<file path="src/rtl/bin2bcd_serial_converter_pkg.sv">
// Shared types and constants for the serial double-dabble binary-to-BCD converter.
package bin2bcd_serial_converter_pkg;

    localparam int unsigned BCD_DIGIT_WIDTH = 4;
    localparam logic [BCD_DIGIT_WIDTH-1:0] ADD3_THRESHOLD = 4'd4;

    typedef enum logic [1:0] {
        StIdle  = 2'd0,
        StShift = 2'd1,
        StDone  = 2'd2
    } state_e;

endpackage

</file>
<file path="src/rtl/bin2bcd_serial_converter_bcd_add3_digit.sv">
// One BCD digit correction stage: add 3 when the digit would exceed 9 after doubling.
module bcd_add3_digit
    import bin2bcd_serial_converter_pkg::*;
(
    input  logic [BCD_DIGIT_WIDTH-1:0] din,
    output logic [BCD_DIGIT_WIDTH-1:0] dout
);

    assign dout = (din > ADD3_THRESHOLD) ? din + 4'd3 : din;

endmodule

</file>
<file path="src/rtl/bin2bcd_serial_converter.sv">
// Sequential binary-to-BCD converter, one input bit per clock, with start/ready/valid
// handshake and overflow detection when the value does not fit in DIGITS decimal digits.
module bin2bcd_serial_converter
    import bin2bcd_serial_converter_pkg::*;
#(
    parameter int unsigned INPUT_BIT_WIDTH = 16,
    parameter int unsigned DIGITS          = 5
) (
    input  logic                              clk,
    input  logic                              rst,
    input  logic                              start,
    input  logic [INPUT_BIT_WIDTH-1:0]        input_bin,
    output logic                              ready,
    output logic                              valid,
    output logic [BCD_DIGIT_WIDTH*DIGITS-1:0] digits,
    output logic                              overflow
);

    localparam int unsigned CntWidth = $clog2(INPUT_BIT_WIDTH + 1);
    localparam int unsigned BcdWidth = BCD_DIGIT_WIDTH * DIGITS;
    localparam logic [CntWidth-1:0] CntLoad = CntWidth'(INPUT_BIT_WIDTH);
    localparam logic [CntWidth-1:0] CntOne  = CntWidth'(1);

    state_e                     state_q, state_d;
    logic [INPUT_BIT_WIDTH-1:0] shift_q, shift_d;
    logic [BcdWidth-1:0]        scratch_q, scratch_d, scratch_adj;
    logic [CntWidth-1:0]        cnt_q, cnt_d;
    logic                       sticky_q, sticky_d;
    logic [BcdWidth-1:0]        digits_q, digits_d;
    logic                       overflow_q, overflow_d;

    for (genvar g = 0; g < DIGITS; g++) begin : gen_add3
        bcd_add3_digit u_add3 (
            .din  (scratch_q[g*BCD_DIGIT_WIDTH +: BCD_DIGIT_WIDTH]),
            .dout (scratch_adj[g*BCD_DIGIT_WIDTH +: BCD_DIGIT_WIDTH])
        );
    end

    always_comb begin
        state_d    = state_q;
        shift_d    = shift_q;
        scratch_d  = scratch_q;
        cnt_d      = cnt_q;
        sticky_d   = sticky_q;
        digits_d   = digits_q;
        overflow_d = overflow_q;
        unique case (state_q)
            StIdle, StDone: begin
                if (start) begin
                    shift_d   = input_bin;
                    scratch_d = '0;
                    cnt_d     = CntLoad;
                    sticky_d  = 1'b0;
                    state_d   = StShift;
                end else begin
                    state_d = StIdle;
                end
            end
            StShift: begin
                {scratch_d, shift_d} = {scratch_adj[BcdWidth-2:0], shift_q, 1'b0};
                // A set bit leaving the top digit means the value no longer fits.
                sticky_d = sticky_q | scratch_adj[BcdWidth-1];
                cnt_d    = cnt_q - CntOne;
                if (cnt_q == CntOne) begin
                    // Outputs load on entry to DONE so they are visible alongside valid.
                    state_d    = StDone;
                    digits_d   = scratch_d;
                    overflow_d = sticky_d;
                end
            end
            default: state_d = StIdle;
        endcase
    end

    always_ff @(posedge clk or posedge rst) begin
        if (rst) begin
            state_q    <= StIdle;
            shift_q    <= '0;
            scratch_q  <= '0;
            cnt_q      <= '0;
            sticky_q   <= 1'b0;
            digits_q   <= '0;
            overflow_q <= 1'b0;
        end else begin
            state_q    <= state_d;
            shift_q    <= shift_d;
            scratch_q  <= scratch_d;
            cnt_q      <= cnt_d;
            sticky_q   <= sticky_d;
            digits_q   <= digits_d;
            overflow_q <= overflow_d;
        end
    end

    assign ready    = (state_q != StShift);
    assign valid    = (state_q == StDone);
    assign digits   = digits_q;
    assign overflow = overflow_q;

endmodule

</file>
<file path="config.mk">
export PLATFORM = sky130hd
export DESIGN_NAME = bin2bcd_serial_converter
export DESIGN_NICKNAME = d
export VERILOG_FILES = /design/src/rtl/bin2bcd_serial_converter_pkg.sv /design/src/rtl/bin2bcd_serial_converter_bcd_add3_digit.sv /design/src/rtl/bin2bcd_serial_converter.sv
export SDC_FILE = /design/constraint.sdc
export NUM_CORES = 1
export LEC_CHECK = 0
export ABC_AREA = 1
export CAP_MARGIN = 20
export CORE_MARGIN = 4
export CORE_UTILIZATION = 50
export DETAILED_ROUTE_END_ITERATION = 10
export PLACE_DENSITY = 0.84
export SETUP_SLACK_MARGIN = 0.5
export SLEW_MARGIN = 5
export SYNTH_ARGS = -nofsm -noshare
export SYNTH_HDL_FRONTEND = slang
export SYNTH_SLANG_ARGS = --single-unit
</file>
<file path="constraint.sdc">
create_clock -name clk -period 2.4 [get_ports clk]
set_input_delay 0.72 -clock clk [delete_from_list [all_inputs] [get_ports clk]]
set_output_delay 0.72 -clock clk [all_outputs]
set_load 0.1 [all_outputs]
</file>
==> results of run 1 <==
-- repair_timing --
item	4_1_cts	5_1_grt
buffers inserted	0	1
endpoints found under the hold margin	0	0
endpoints found under the setup margin	0	2
-- flip-flops by register name, indices dropped and copies added, names as in the netlist --
signal     count
digits        20
scratch_q     20
overflow       1
state_q        2
shift_q       16
sticky_q       1
cnt_q          5
-- stage by stage --
stage	hold WS [ns]	cell area, sq um
finish	0.4773	3852
global route	0.5037	3852
CTS	0.4816	3845
detailed placement	0.4655	3650
global placement	0.4567	3650
floorplan	0.4489	3242
-- layout by cell type (no fill, tap or decap), types with 2 or more instances in the layout --
master and count:
sky130_fd_sc_hd__nand3_1 24, sky130_fd_sc_hd__nor2_2 2, sky130_fd_sc_hd__o21ai_0 17, sky130_fd_sc_hd__inv_2 3, sky130_fd_sc_hd__nor2_1 7, sky130_fd_sc_hd__o211ai_1 3, sky130_fd_sc_hd__clkbuf_8 11, sky130_fd_sc_hd__buf_4 23
sky130_fd_sc_hd__nand2_4 2, sky130_fd_sc_hd__clkinv_2 2, sky130_fd_sc_hd__nand2_2 2, sky130_fd_sc_hd__inv_1 41, sky130_fd_sc_hd__buf_12 3, sky130_fd_sc_hd__clkdlybuf4s50_1 18, sky130_fd_sc_hd__o22ai_1 2, sky130_fd_sc_hd__nand2_1 213
sky130_fd_sc_hd__ha_1 12, sky130_fd_sc_hd__xnor2_1 4, sky130_fd_sc_hd__dfrtp_1 65
-- final cells by class --
| type | instances | area [sq um] |
|---|---|---|
| fill | 553 | 2461 |
| sequential | 65 | 1627 |
| multi-input combinational | 294 | 1340 |
| timing repair buffer | 44 | 412.9 |
| inverter | 46 | 181.4 |
| clock buffer | 12 | 155.1 |
| tap | 77 | 96.34 |
| clock inverter | 3 | 40.04 |
-- worst max-delay path by stage --
stage                                 startpoint                endpoint  slack, ns  cells past startpoint
final                     state_q[0]$_DFFE_PP0P_                   valid       0.58                      2
after CTS                 state_q[0]$_DFFE_PP0P_                   ready       0.51                      2
after global placement                     start  shift_q[0]$_DFFE_PP0P_       0.51                      5
after detailed placement                   start  shift_q[0]$_DFFE_PP0P_       0.48                      5
after floorplan           state_q[0]$_DFFE_PP0P_                   valid       0.46                      1
after global routing        cnt_q[1]$_DFFE_PP0P_   digits[0]$_DFFE_PP0P_       0.52                      8
-- layer usage --
metal  share of wire (%)  track usage, %
met1                  44           21.69
met2                  50           31.20
met3                 4.6           4.469
met4                 1.4           8.242
met5                   0               0
-- worst reg2reg max path: cells and delay by family, from the launching register on --
kind,cells,cell delay (ns)
simple gates,4,0.61
buf+inv,3,0.38
flops,1,0.36
fa+ha+maj,1,0.16
compound gates,1,0.08
-- cells by family after synthesis --
group           Yosys count
compound gates           26
simple gates            252
buf+inv                  57
flops                    65
fa+ha+maj                12
xor+xnor                  4
==> results.json, run 1 <==
{
  "outcome": "completed",
  "netlist-cell-type-count": 24,
  "port_buffers": 41,
  "gp_routability_congestion": 0.8890,
  "post-route-drc-count": 0,
  "placement_rows": 29,
  "synth_compound_gate_area_share_pct": 4.486,
  "max_slew_margin_pct": 60.77,
  "mappedNetlistNets": 447,
  "synth_sequential_area_ratio_pct": 50.27,
  "antenna_found_initial": 0,
  "share_of_flip_flops_with_an_asynchronous_set_or_reset_pct": 100.0,
  "firstDrtPassIters": 5,
  "worst_hold_path.endpoint": "digits[17]$_DFFE_PP0P_",
  "pin_count_of_the_biggest_net_entering_global_routing": 66,
  "post_route_setup_slack_ns": 0.5812,
  "worst_ep_required_ns": 1.68,
  "finish.cell_count_without_fillers": 541,
  "post-place-ws_ns": 0.4813,
  "clk_latency_ns": 0.34,
  "worstSetupStartpointType": "flip-flop",
  "holdPathStages": 2,
  "worstPathBufferInverterCount": 1,
  "ctsHoldBuffers": 0,
  "r2r_slack_ns": 0.68,
  "synth_simple_gate_area_share_pct": 31.13,
  "crit_type": "reg2out",
  "finClkSkew_ns": 0.005963,
  "tritoncts_clock_tree": "done",
  "tns_ns": 0,
  "grtUsageTotal_pct": 18.23,
  "finalHoldViolCount": 0,
  "die_height_microns": 88.45,
  "synth.mux.area_fraction_pct": 0,
  "insertedDiodeCount": 0,
  "post_route_cells_drive_above_1_share_pct": 11.21,
  "hpwlAfterDp_microns": 4430,
  "layout_worst_path_cycle_share_pct": 75.78,
  "grt_pass1_vias": 2633,
  "worst_r2r_startpoint": "cnt_q[1]$_DFFE_PP0P_",
  "finalCriticalPeriod_ns": 1.819,
  "synth-adder-area-share_pct": 4.640,
  "synth_most_common_cell": "sky130_fd_sc_hd__nand2_1",
  "slowest_stage": "sky130_fd_sc_hd__dfrtp_1",
  "fin_nets": 491,
  "setup.worst_path.end_class": "output pin",
  "drv.max_cap_violation_count": 0,
  "fin_util_pct": 61.02,
  "fin_max_slew_vios": 0,
  "vias": 2716,
  "post_synth_inst_count": 416,
  "critPathArrivalTime_ns": 1.10,
  "synth_area_sq_um": 3236,
  "fp.dieW_microns": 88.45,
  "yosysTopAreaCell": "sky130_fd_sc_hd__dfrtp_1",
  "cpLargestDelayFamily": "flip-flops",
  "worst-path-max-fanout": 3,
  "hold_path.class": "reg2reg",
  "cts.reportedPaths.clkPinSlew_ns": 0.07,
  "ant_nets": 0,
  "tightestPinTransition_ns": 0.5875,
  "cts_htree_levels": 3,
  "edff_count_synth": 0,
  "cts.repair.resized": 0,
  "avgViaCountPerCell": 5.020,
  "grt_first_pass_wirelength_microns": 11170,
  "design.core.area_sq_um": 6314,
  "setup_viol": 0,
  "syn_to_final_growth_pct": 19.06,
  "fp.dieArea_sq_um": 7823,
  "synth-warning-count": 0,
  "critical-path-max-stage-delay_ns": 0.42,
  "crit-reg2reg-capture": "digits[0]$_DFFE_PP0P_",
  "drt_iter0_markers": 167,
  "crit_path_cell_trace": "nor2_2 -> buf_12",
  "synth-xor-area-share_pct": 1.083,
  "synth_top_family_by_area": "simple AND/OR/NAND/NOR gates",
  "reg2regPathDepth": 9,
  "placed_cells": 525,
  "synth-main-ff-cell": "sky130_fd_sc_hd__dfrtp_1",
  "initial_core_util_pct": 51.25,
  "ys_ff_latch": 65,
  "fmax_mhz": 549.8,
  "clk_root_buffer_cell": "sky130_fd_sc_hd__clkbuf_8",
  "post_synth_most_frequent_cells": "213 x sky130_fd_sc_hd__nand2_1, 65 x sky130_fd_sc_hd__dfrtp_1, 42 x sky130_fd_sc_hd__inv_1, 24 x sky130_fd_sc_hd__nand3_1, 17 x sky130_fd_sc_hd__o21ai_0",
  "clkSinkCount": 65,
  "totalWireLength_microns": 6554,
  "floorplan.io_pins": 42,
  "hp-start": "digits[17]$_DFFE_PP0P_",
  "grt_setup_unrepaired": "false",
  "cell_types_occupying_the_most_area_after_synthesis": "sky130_fd_sc_hd__dfrtp_1 50%, sky130_fd_sc_hd__nand2_1 25%, sky130_fd_sc_hd__inv_1 4.9%",
  "tritoncts.num_buffers": 9,
  "globalRouteOverflowTotal": 0,
  "wire_per_inst_microns": 12.11,
  "yosysTopAreaCellShare_pct": 50.27,
  "ctsLongestPathBuffers": 2,
  "synth.avg_cell_area_sq_um": 7.778
}
Power of run 1 is not shown: default switching activity piles up to over one toggle a cycle in this logic, so the estimate is an artifact.
==> run 2, diff against run 1 <==
CORE_UTILIZATION = 55   (was 50)
PLACE_DENSITY = 0.88   (was 0.84)
clock period = 1.7 ns   (was 2.4 ns; I/O delays follow)
==> run 2 against run 1 <==
  * Synthesized cell count stayed put
  * The run now fails in global routing (5_1_grt)
  * Synthesized area unchanged
==> results.json, run 2 <==
{
  "ctsLongestPathBuffers": 2,
  "outcome": "stopped before the end",
  "synth_simple_gate_area_share_pct": 31.13,
  "post_synth_most_frequent_cells": "213 x sky130_fd_sc_hd__nand2_1, 65 x sky130_fd_sc_hd__dfrtp_1, 42 x sky130_fd_sc_hd__inv_1, 24 x sky130_fd_sc_hd__nand3_1, 17 x sky130_fd_sc_hd__o21ai_0",
  "port_buffers": 41,
  "ys_ff_latch": 65,
  "clkSinkCount": 65,
  "stop_stage": "global routing (5_1_grt)",
  "synth_sequential_area_ratio_pct": 50.27,
  "synth-adder-area-share_pct": 4.640,
  "gp_routability_congestion": 0.8207,
  "clk_root_buffer_cell": "sky130_fd_sc_hd__clkbuf_8",
  "pin_count_of_the_biggest_net_entering_global_routing": 30,
  "synth.mux.area_fraction_pct": 0,
  "yosysTopAreaCellShare_pct": 50.27,
  "stop_error": "[ERROR DPL-0038] Utilization greater than 100%, impossible to legalize",
  "ctsHoldBuffers": 0,
  "synth.avg_cell_area_sq_um": 7.778,
  "cell_types_occupying_the_most_area_after_synthesis": "sky130_fd_sc_hd__dfrtp_1 50%, sky130_fd_sc_hd__nand2_1 25%, sky130_fd_sc_hd__inv_1 4.9%",
  "fp.dieW_microns": 84.70,
  "tritoncts.num_buffers": 9,
  "share_of_flip_flops_with_an_asynchronous_set_or_reset_pct": 100.0,
  "synth-xor-area-share_pct": 1.083,
  "synth-main-ff-cell": "sky130_fd_sc_hd__dfrtp_1",
  "floorplan.io_pins": 42,
  "synth_most_common_cell": "sky130_fd_sc_hd__nand2_1",
  "synth_area_sq_um": 3236,
  "post_synth_inst_count": 416,
  "hpwlAfterDp_microns": 4957,
  "synth_top_family_by_area": "simple AND/OR/NAND/NOR gates",
  "mappedNetlistNets": 447,
  "placement_rows": 27,
  "edff_count_synth": 0,
  "netlist-cell-type-count": 24,
  "initial_core_util_pct": 57.70,
  "die_height_microns": 84.70,
  "yosysTopAreaCell": "sky130_fd_sc_hd__dfrtp_1",
  "synth-warning-count": 0,
  "synth_compound_gate_area_share_pct": 4.486,
  "cts_htree_levels": 3
}
[run 2: cell counts after synthesis]
Identical to the previous run, type by type.
[run 2: logic make-up after synthesis]
| family | count (synthesis) |
|---|---|
| AOI/OAI and AO/OA | 26 |
| xor gates and xnor gates | 4 |
| adders and majority gates | 12 |
| buffers and inverters | 57 |
| DFF | 65 |
| and+or+nand+nor | 252 |
[run 2: repair_timing]
action / in CTS
pin swaps: 30
endpoints found under the setup margin: 85
hold endpoints to repair: 0
cloned: 8
resized for setup: 121
setup buffers: 43
[run 2: through the flow]
step,setup WS [ns],cells,hold WS [ns],util (%),cell area (sq um)
2_1_floorplan,0.2828,416,0.4489,-,3273
3_3_place_gp,0.1059,525,0.4640,71.33,4000
3_5_place_dp,0.04461,525,0.4695,71.33,4000
4_1_cts,0.09395,592,0.4844,89.07,4995
==> run 3, diff against run 2 <==
CORE_UTILIZATION = 40   (was 55)
PLACE_DENSITY = not set   (was 0.88)
PLACE_DENSITY_LB_ADDON = 0.15   (was not set)
SETUP_SLACK_MARGIN = not set   (was 0.5)
==> run 3 against run 2 <==
  * The flow now finishes without violations
==> results.json, run 3 (same netlist as run 1, synthesis figures left out) <==
{
  "globalRouteOverflowTotal": 0,
  "crit_type": "reg2out",
  "worstSetupStartpointType": "flip-flop",
  "hpwlAfterDp_microns": 4691,
  "layout_worst_path_cycle_share_pct": 96.25,
  "fin_nets": 495,
  "finalCriticalPeriod_ns": 1.636,
  "crit_path_cell_trace": "nor2_2 -> buf_12",
  "finClkSkew_ns": 0.009729,
  "fmax_mhz": 611.2,
  "cts.reportedPaths.clkPinSlew_ns": 0.07,
  "vias": 2674,
  "grt_setup_unrepaired": "false",
  "mostFrequentLayoutCell": "sky130_fd_sc_hd__nand2_1",
  "reg2regPathDepth": 9,
  "pin_count_of_the_biggest_net_entering_global_routing": 32,
  "worstPathBufferInverterCount": 1,
  "floorplan.io_pins": 42,
  "grtUsageTotal_pct": 15.15,
  "port_buffers": 41,
  "slowest_stage": "sky130_fd_sc_hd__dfrtp_1",
  "initial_core_util_pct": 41.44,
  "clk_root_buffer_cell": "sky130_fd_sc_hd__clkbuf_8",
  "worst_ep_required_ns": 1.19,
  "finish.cell_count_without_fillers": 571,
  "critical-path-max-stage-delay_ns": 0.43,
  "placement_rows": 32,
  "ant_nets": 0,
  "setup_viol": 0,
  "clk_latency_ns": 0.35,
  "fp.dieArea_sq_um": 9592,
  "max_slew_margin_pct": 80.78,
  "outcome": "completed",
  "drv.max_cap_violation_count": 0,
  "design.core.area_sq_um": 7807,
  "tightestPinTransition_ns": 0.2853,
  "hold_path.class": "in2async",
  "post-route-drc-count": 0,
  "cpLargestDelayFamily": "flip-flops",
  "insertedDiodeCount": 0,
  "avgViaCountPerCell": 4.683,
  "critPathArrivalTime_ns": 1.13,
  "fin_max_slew_vios": 0,
  "tritoncts_clock_tree": "done",
  "worst-path-max-fanout": 3,
  "setup.worst_path.end_class": "output pin",
  "fp.dieW_microns": 97.94,
  "ctsHoldBuffers": 0,
  "final_cell_mix": "213 x sky130_fd_sc_hd__nand2_1, 65 x sky130_fd_sc_hd__dfrtp_1, 41 x sky130_fd_sc_hd__inv_1",
  "die_height_microns": 97.94,
  "syn_to_final_growth_pct": 30.70,
  "grt_pass1_vias": 2548,
  "firstDrtPassIters": 4,
  "tritoncts.num_buffers": 9,
  "cts_htree_levels": 3,
  "grt_first_pass_wirelength_microns": 11790,
  "drt_iter0_markers": 125,
  "critical_path_depth": 2,
  "totalWireLength_microns": 6620,
  "clkSinkCount": 65,
  "gp_routability_congestion": 0.7833,
  "ctsLongestPathBuffers": 2,
  "post_route_cells_drive_above_1_share_pct": 11.94,
  "wire_per_inst_microns": 11.59,
  "finalHoldViolCount": 0,
  "antenna_found_initial": 0,
  "placed_cells": 554
}
-- run 3: layout make-up --
| type | instances | area (sq um) |
|---|---|---|
| clock buffer | 14 | 172.7 |
| clock inverter | 2 | 35.03 |
| fill | 765 | 3578 |
| inverter | 46 | 183.9 |
| multi-input combinational | 294 | 1340 |
| sequential | 65 | 1627 |
| tap | 102 | 127.6 |
| timing repair buffer | 48 | 743.2 |
-- run 3: worst register-to-register path, delay by kind of cell, from the launching register on --
kind                       cells  cell delay (ns)
adders and majority gates      1             0.16
buffers and inverters          3             0.32
and+or+nand+nor                5             0.57
DFF                            1             0.36
-- run 3: per-layer routing --
layer / vias to the layer above / share of wire [%] / global-route usage [%]
li1: 1368 / - / -
met1: 1248 / 49 / 20.80
met2: 46 / 46 / 22.93
met3: 12 / 3.3 / 2.857
met4: 0 / 2.3 / 7.668
met5: - / 0 / 0
-- run 3: stage by stage --
step	area, sq um	worst slack, ns	hold WS (ns)	setup TNS (ns)	utilization [%]
after floorplan	3242	-0.03445	0.4489	-0.03445	-
after global placement	4011	0.08997	0.4654	0	51.38
after detailed placement	4011	0.05713	0.4652	0	51.38
after CTS	4227	0.04256	0.4593	0	54.13
after global routing	4229	0.03222	0.4814	0	54.17
final	4229	0.06380	0.4670	0	54.17
-- run 3: worst paths after layout --
check / startpoint / end / slack [ns]
min reg2reg: sticky_q$_DFFE_PP0P_ / sticky_q$_DFFE_PP0P_ / 0.48
min in group clk: sticky_q$_DFFE_PP0P_ / sticky_q$_DFFE_PP0P_ / 0.48
min: rst / cnt_q[3]$_DFFE_PP0P_ / 0.47
max: state_q[0]$_DFFE_PP0P_ / valid / 0.06
max in group asynchronous: rst / sticky_q$_DFFE_PP0P_ / 0.79
max reg2reg: cnt_q[1]$_DFFE_PP0P_ / digits[15]$_DFFE_PP0P_ / 0.23
-- run 3: timing repair --
action                     in CTS  in global routing
buffers inserted                1                  0
pin swaps                       1                  0
resized for setup               0                  2
setup endpoints to repair       1                  2
Power of run 3 is left out for the same reason.
==> RTL change: new RTL, flow settings as in run 1 <==
`shift_q` no longer has a reset.
--- a/src/rtl/bin2bcd_serial_converter.sv
+++ b/src/rtl/bin2bcd_serial_converter.sv
@@ -77,3 +77,2 @@
             state_q    <= StIdle;
-            shift_q    <= '0;
             scratch_q  <= '0;
@@ -85,3 +84,2 @@
             state_q    <= state_d;
-            shift_q    <= shift_d;
             scratch_q  <= scratch_d;
@@ -92,2 +90,6 @@
         end
+    end
+
+    always_ff @(posedge clk) begin
+        shift_q <= shift_d;
     end
Behaviour: same outputs for any inputs over 10 cycles, from zero or initial values and one cycle with rst high; that may be too few to reach the edited logic, so the function may still have changed.
==> RTL change against run 1 <==
First-iteration DRC count grew 11%; die area shrank 0.28%; worst setup slack lost 0.096 ns; synthesized area shrank 0.31%; cell area grew 1.5%; synthesized cell count shrank 2.6%; routed wire length grew 1.3%; sequential cell count is the same.
Power is left out: the tool's default activity adds up to more than one toggle a clock period on the data nets, which glitch-free logic cannot reach.
==> RTL change: results (changes against run 1) <==
Clocking
  – Clk buf depth: 2 (unchanged)
  – Root Buffer: clkbuf_8

Global route
  – All-layer global routing usage: 17.5% (-0.70 points)
  – Largest net degree at the start of global routing: 50 (-24%)
  – First-pass GRT wire length: 10.5 mm (-6.0%)
  – Number of global-route vias before repair: 2437 (-7.4%)

Routing
  – Initial DRC Count: 186 (+11%)
  – DR vias/cell: 4.96 (-1.1%)
  – Final wirelength: 6.64 mm (+1.3%)

Logic synthesis
  – Most frequent cells after synthesis: nand2_1 (213), dfrtp_1 (49), inv_1 (40)
  – Ranking of synthesized cells by area: dfrtp_1 (38%), nand2_1 (25%), edfxtp_1 (15%)
  – Gate Count Post-Synth: 405 (-2.6%)
  – Post-Synth XOR/XNOR Area: 0.543% (-0.54 points)
  – Post-synthesis adder-cell area fraction: 4.65% (+0.014 points)
  – Async set or reset register ratio after synthesis: 75.4% (-25 points)
  – Post-synthesis sequential area ratio: 52.9% (+2.6 points)
  – Synth Net Count: 436 (-2.5%)
  – Yosys warning count: 0 (unchanged)
  – Netlist cell types: 21 (-13%)
  – Compound-Gate Fraction of Synth Area: 3.76% (-0.72 points)

Cells and area
  – # nets final: 487 (-0.81%)
  – Post-Layout Cell Count: 538 (-0.55%)
  – Layout cells sized above 1: 12.8% (+1.6 points)

Setup path
  – Worst-path maximum fanout: 4 (+1)
  – CP max stage delay: 0.36 ns (-0.06 ns)
  – Critical path arrival: 1.19 ns (+0.09 ns)

Placement
  – Routability Congestion: 0.864 (-2.8%)
  – Placed cell areas: 3660 sq um (+0.31%)
  – Placed instance count: 514 (-2.1%)
  – Detail Placement HPWL: 4.36 mm (-1.6%)

Timing
  – Tightest Pin Transition: 0.349 ns (-0.239 ns)
  – Worst Skew: 0.00776 ns (+0.00180 ns)

Status
  – Status: finished clean
-- RTL change: layout make-up --
class                   count  area [sq um]
well taps                  77          96.3
repair inverters            1          5.00
clock inverters             5          31.3
multi-input cells         285          1280
repair buffers             50           478
inverters                  44           173
fillers                   542          2400
clock buffers              11           141
flip-flops and latches     65          1710
-- RTL change: final timing paths --
check	start	endpoint	slack (ns)	depth (start not counted)
max	state_q[0]	ready	0.49	4
min	digits[9]	digits[9]	0.48	2
max reg2reg	state_q[0]	digits[3]	0.67	8
min reg2reg	digits[9]	digits[9]	0.48	2
max in group asynchronous	rst	state_q[0]	1.44	3
min in group asynchronous	rst	digits[6]	0.73	3
-- RTL change: logic make-up (layout without fill, tap and decap cells) --
family | count (synthesis) | count (layout)
buf+inv | 56 | 111
xor+xnor | 2 | 2
simple gates | 246 | 247
flops | 65 | 65
compound gates | 24 | 24
fa+ha+maj | 12 | 12
-- RTL change: through the flow --
stage          hold WS [ns]  worst slack (ns)  util, %
6_report              0.480             0.485     61.9
5_1_grt               0.505             0.426     61.9
4_1_cts               0.484             0.451     60.9
3_5_place_dp          0.465             0.331     58.0
3_3_place_gp          0.460             0.351     58.0
2_1_floorplan         0.449             0.476        -
-- RTL change: repair_timing --
item	in CTS	in global routing
resized for setup	3	4
setup endpoints to repair	22	22
hold buffers	0	0
hold endpoints to repair	0	0
pin swaps	0	2
gates cloned	0	2
setup buffers	0	6
-- RTL change: routing by layer --
layer,GRT usage [%],share of wire [%],vias to the layer above,wire length [um]
li1,-,-,1346,-
met1,20.4,43,1218,2830
met2,30.0,48,88,3180
met3,5.49,6.7,18,444
met4,7.01,2.8,0,184
met5,0,0,-,0
-- RTL change: worst register-to-register path, stage by stage, from the launching register on --
cell,delay [ns]
dfrtp_1,0.36
inv_2,0.06
nor2_4,0.17
buf_8,0.26
nand2_2,0.19
nor2_8,0.27
inv_4,0.16
nand2_1,0.09
nand2_1,0.06
